--- src/rtl/loader_pkg.sv ---
// Shared types and constants for the instruction memory loader.
// Imported by the loader top level and its word assembler.
package loader_pkg;

  typedef enum logic [1:0] {
    IDLE,
    LEN,
    DATA,
    CSUM
  } state_e;

  localparam logic [7:0] SYNC_DEFAULT = 8'hA5;

  function automatic int addr_w(input int depth);
    int w;
    w = 0;
    while ((1 << w) < depth) w++;
    return (w == 0) ? 1 : w;
  endfunction

endpackage

--- src/rtl/instr_mem_loader_word_assembler.sv ---
// Packs accepted bytes into a little-endian 32-bit word.
// The fourth byte is passed through so the word is complete on its strobe.
module word_assembler (
  input  logic        clk,
  input  logic [7:0]  rx_byte,
  input  logic        accept,
  input  logic        clear,
  output logic [31:0] word,
  output logic [1:0]  byte_idx,
  output logic        word_complete
);

  logic [1:0]  idx_q, idx_d;
  logic [23:0] low_q, low_d;

  always_comb begin
    idx_d = idx_q;
    low_d = low_q;
    if (clear) begin
      idx_d = 2'd0;
      low_d = 24'd0;
    end else if (accept) begin
      idx_d = idx_q + 2'd1;
      unique case (idx_q)
        2'd0:    low_d[7:0]   = rx_byte;
        2'd1:    low_d[15:8]  = rx_byte;
        2'd2:    low_d[23:16] = rx_byte;
        default: low_d = low_q;
      endcase
    end
  end

  always_ff @(posedge clk) begin
    idx_q <= idx_d;
    low_q <= low_d;
  end

  assign word          = {rx_byte, low_q};
  assign byte_idx      = idx_q;
  assign word_complete = accept & ~clear & (idx_q == 2'd3);

endmodule

--- src/rtl/instr_mem_loader.sv ---
// Framed UART byte stream to instruction memory writer.
// Holds the CPU in reset during a load and checks a trailing checksum.
module instr_mem_loader
  import loader_pkg::*;
#(
  parameter int         DEPTH  = 128,
  parameter int         ADDR_W = addr_w(DEPTH),
  parameter logic [7:0] SYNC   = SYNC_DEFAULT
) (
  input  logic              CLK,
  input  logic              Reset,
  input  logic [7:0]        RxData,
  input  logic              RxValid,
  output logic              RxReady,
  output logic              WE,
  output logic [ADDR_W-1:0] WA,
  output logic [31:0]       WD,
  output logic              CpuHold,
  output logic              Done,
  output logic              Error
);

  localparam logic [7:0] DEPTH_B = 8'(DEPTH);

  state_e state_q, state_d;
  logic              rx_ready_q;
  logic              we_q, we_d;
  logic [ADDR_W-1:0] wa_q, wa_d;
  logic [31:0]       wd_q, wd_d;
  logic              hold_q, hold_d;
  logic              done_q, done_d;
  logic              err_q, err_d;
  logic [7:0]        csum_q, csum_d;
  logic [7:0]        n_q, n_d;
  logic [7:0]        widx_q, widx_d;

  logic        fire;
  logic        asm_acc;
  logic        asm_clr;
  logic [31:0] asm_word;
  logic [1:0]  asm_idx;
  logic        asm_done;

  assign fire    = RxValid & rx_ready_q;
  assign asm_acc = fire & (state_q == DATA);
  assign asm_clr = Reset | (fire & (state_q == LEN));

  word_assembler u_asm (
    .clk           (CLK),
    .rx_byte       (RxData),
    .accept        (asm_acc),
    .clear         (asm_clr),
    .word          (asm_word),
    .byte_idx      (asm_idx),
    .word_complete (asm_done)
  );

  always_comb begin
    state_d = state_q;
    we_d    = 1'b0;
    wa_d    = wa_q;
    wd_d    = wd_q;
    hold_d  = hold_q;
    done_d  = 1'b0;
    err_d   = err_q;
    csum_d  = csum_q;
    n_d     = n_q;
    widx_d  = widx_q;
    if (fire) begin
      unique case (state_q)
        IDLE: begin
          if (RxData == SYNC) begin
            state_d = LEN;
            hold_d  = 1'b1;
            err_d   = 1'b0;
            csum_d  = 8'd0;
          end
        end
        LEN: begin
          if (RxData == 8'd0 || RxData > DEPTH_B) begin
            state_d = IDLE;
            err_d   = 1'b1;
            hold_d  = 1'b0;
          end else begin
            state_d = DATA;
            n_d     = RxData;
            csum_d  = RxData;
            widx_d  = 8'd0;
          end
        end
        DATA: begin
          csum_d = csum_q + RxData;
          if (asm_done) begin
            we_d   = 1'b1;
            wa_d   = widx_q[ADDR_W-1:0];
            wd_d   = asm_word;
            widx_d = widx_q + 8'd1;
          end
          // Last byte of the last word hands over to the checksum byte.
          if (asm_idx == 2'd3 && widx_q == n_q - 8'd1)
            state_d = CSUM;
        end
        CSUM: begin
          state_d = IDLE;
          hold_d  = 1'b0;
          if (RxData == csum_q) begin
            done_d = 1'b1;
            err_d  = 1'b0;
          end else begin
            err_d = 1'b1;
          end
        end
        default: state_d = IDLE;
      endcase
    end
  end

  always_ff @(posedge CLK) begin
    if (Reset) begin
      state_q    <= IDLE;
      rx_ready_q <= 1'b0;
      we_q       <= 1'b0;
      wa_q       <= '0;
      wd_q       <= 32'd0;
      hold_q     <= 1'b0;
      done_q     <= 1'b0;
      err_q      <= 1'b0;
      csum_q     <= 8'd0;
      n_q        <= 8'd0;
      widx_q     <= 8'd0;
    end else begin
      state_q    <= state_d;
      rx_ready_q <= 1'b1;
      we_q       <= we_d;
      wa_q       <= wa_d;
      wd_q       <= wd_d;
      hold_q     <= hold_d;
      done_q     <= done_d;
      err_q      <= err_d;
      csum_q     <= csum_d;
      n_q        <= n_d;
      widx_q     <= widx_d;
    end
  end

  assign RxReady = rx_ready_q;
  assign WE      = we_q;
  assign WA      = wa_q;
  assign WD      = wd_q;
  assign CpuHold = hold_q;
  assign Done    = done_q;
  assign Error   = err_q;

endmodule

--- config.mk ---
export PLATFORM = sky130hd
export DESIGN_NAME = instr_mem_loader
export DESIGN_NICKNAME = d
export VERILOG_FILES = /design/src/rtl/loader_pkg.sv /design/src/rtl/instr_mem_loader_word_assembler.sv /design/src/rtl/instr_mem_loader.sv
export SDC_FILE = /design/constraint.sdc
export NUM_CORES = 1
export LEC_CHECK = 0
export CORE_MARGIN = 4
export CORE_UTILIZATION = 34
export DETAILED_ROUTE_END_ITERATION = 10
export MAX_ROUTING_LAYER = met4
export SLEW_MARGIN = 20
export SYNTH_ARGS = -nofsm -noshare
export SYNTH_HDL_FRONTEND = slang
export SYNTH_SLANG_ARGS = --single-unit
--- constraint.sdc ---
create_clock -name CLK -period 7 [get_ports CLK]
set_input_delay 1.4 -clock CLK [delete_from_list [all_inputs] [get_ports CLK]]
set_output_delay 1.4 -clock CLK [all_outputs]
set_load 0.005 [all_outputs]
==> metrics <==
final worst setup slack 3120 ps; CP max stage delay 650 ps; initial antenna violation count 0; Placed Area 4940 um^2; leakage 1.84 nW; RR Startpoint state_q[0]; Total Nets Final 599; syn nets 564; CTS tree done; final hold violation count 0; die outline area 14,500 um^2; startpoint types input pin; Tcrit/Tclk final 55.5%; DRC 0; Initial Utilization 35.3%; CTS Buffer Depth 2; pre-CTS setup slack 2820 ps; Cell Int Power 0.881 mW; min-delay src WD[3]; final setup fails 0; port bufs 54; Combinational Power Share 3.1%; synthesized area 4290 um^2; area leader, netlist dfxtp_1; post_cts resized 0; reg2reg end WD[30]; worst path cell trace clkdlybuf4s50_1, or4_4, o21ai_0, nand3_1, nor3_1, nand2_1, a2bb2oi_1, nor2_1; status finished clean; GRT Resource Usage Total 15.9%; clk root buf clkbuf_16; most common cell after layout, fill and taps aside nand2_1; Vias 3,742; number of DRC markers in iteration 0 244; worst path arrival time 4150 ps; Die Span Y 120 um; total gr overflow 0; net switching power 0.228 mW; Hold Crit Class register to register; multi-input logic area 2190 um^2; reg2reg path depth 9; worst-margin pin slew 711 ps; Required @ worst endpoint 7270 ps; Setup TNS Final 0 ps; DR vias/cell 5.04; skew final 7.56 ps; async set or reset register ratio after synthesis 0%; fill cell total of the finished layout 1,217; top_reg_cell synth dfxtp_1; P per Cell Area 211 nW/um^2; n_diodes 0; htree depth 3; hold depth 2; CORE AREA 12,200 um^2; relative slew slack 52.6%; Reg clk slew, reported paths 60 ps; Clk Latency, worst-skew pair 350 ps; Mean Syn Cell Area 8.03 um^2; share of cells above drive strength 1 4.53%; Syn-to-layout area delta 22.6%; Slew Viols, Final 0; commonest cells after routing, fill and taps aside nand2_1, dfxtp_1, a21oi_1; post-DP HPWL 7440 um; Period minus WS final 3880 ps; #FFs+latches synth 96; R2R Setup Slk 4130 ps; register area 1920 um^2; maximum VDD drop 0.127 mV; Netlist cell types 50; Post-synth EDFFs 0; largest net degree at the start of global routing 60; Die Wd 120 um; vias in the first global route 3,606; max_cap viols 0; Hold Path Sink WD[3]; CP Max Fanout 9; detailed-router iteration count before antenna repair 4; Clock power frac 47.6%; crit end category register; register area share after synthesis 44.8%; CTS Hold Buffers Added 0; I/O pin count 55; WL per Instance 14.6 um; Syn Inst Count 534; Yosys Warn Count 0; RSZ-0062 raised after global routing no; routed wire length 10,900 um; Crit Path Class input pin to register; post-synth top area share 44.8%; synth top area cells dfxtp_1, nand2_1, a21oi_1, ha_1, xnor2_1; Flop pwr share 49.3%; row count 40; RD Place Congestion 0.810; Post-DRT Antenna Nets 0; first-pass GRT wire length 17,900 um; Num CTS Buffers 9; Fmax 0.258 GHz; Post-CTS Setup Bufs 0; Critical Path Slowest Stage Cell or4_4; clock sink total 96; sw frac 20.5%; Final Instance Area 5260 um^2
critical path, delay by kind of cell:
| kind | cells | cell delay, ps |
|---|---|---|
| buffers and inverters | 1 | 640 |
| AO/OA/AOI/OAI | 2 | 340 |
| AND/OR/NAND/NOR | 5 | 1760 |
registers in the layout, summed over array words and instances, names as in the netlist, 2 cells and up, named ones only:
signal and flops:
csum_q 8, widx_q 8, WD 32, n_q 8, u_asm.low_q 24, WA 7, u_asm.byte_idx 2
kinds of logic (layout without fill, tap and decap cells):
group                    after synthesis  after routing  synth area share, %
XOR/XNOR                              22             22                 4.49
AND/OR/NAND/NOR                      227            227                 23.4
buffers and inverters                 46             86                 4.08
flip-flops                            96             96                 44.8
adder cells (fa/ha/maj)               19             19                 5.72
AO/OA/AOI/OAI                        115            115                 15.5
multiplexers                           9              9                 2.10
stage by stage:
stage / hold slack, ps / power [mW] / util [%] / instances
after floorplan: 432 / 0.576 / - / 534
after global placement: 445 / 0.593 / 40.6 / 726
after detailed placement: 447 / 0.594 / 40.6 / 726
after CTS: 456 / 1.12 / 43.3 / 742
after global routing: 473 / 1.15 / 43.3 / 742
final: 454 / 1.11 / 43.3 / 742
metal layers:
layer	vias to the layer above	wire, um	part of all wire [%]	global-route usage (%)
met3	15	473	4.4	4.44
met2	90	5180	48	25.2
li1	1889	-	-	-
met1	1748	5020	46	19.9
met5	-	0	0	-
met4	0	178	1.6	4.96
power by group through the flow:
stage	Combinational, mW	Sequential [mW]	Clock (mW)
after floorplan	0.0170	0.559	0
after global placement	0.0341	0.559	0
after detailed placement	0.0348	0.559	0
after CTS	0.0349	0.547	0.542
after global routing	0.0375	0.547	0.564
final	0.0345	0.547	0.527
synth_stat cells, types with 3 or more instances:
cell type,number
and2_1,4
a22o_1,3
mux2i_1,9
nor3_1,12
nor4_1,4
and3_1,4
a21o_1,3
a21oi_1,76
o21ai_0,9
ha_1,18
nor2_1,23
nand2_1,141
dfxtp_1,96
xor2_1,8
xnor2_1,14
clkbuf_1,31
or3_1,7
a22oi_1,4
nand4_1,4
nand3_1,15
o211ai_1,3
inv_1,11
final cells by class:
type,count,area share [%]
timing repair buffer,58,10.8
sequential,96,36.5
multi-input combinational,392,41.7
clock buffer,12,4.69
inverter,12,0.856
clock inverter,4,1.47
tap,168,4.00
worst max path at each step:
stage               startpoint         to  slack (ps)
floorplan            RxData[1]  widx_q[3]        3830
global placement     RxData[1]  csum_q[3]        2960
detailed placement   RxData[1]  csum_q[3]        2820
CTS                  RxData[1]  csum_q[4]        3160
global route         RxData[1]  csum_q[4]        2900
finish               RxData[1]  csum_q[4]        3120
(Power assumes the default switching activity.)
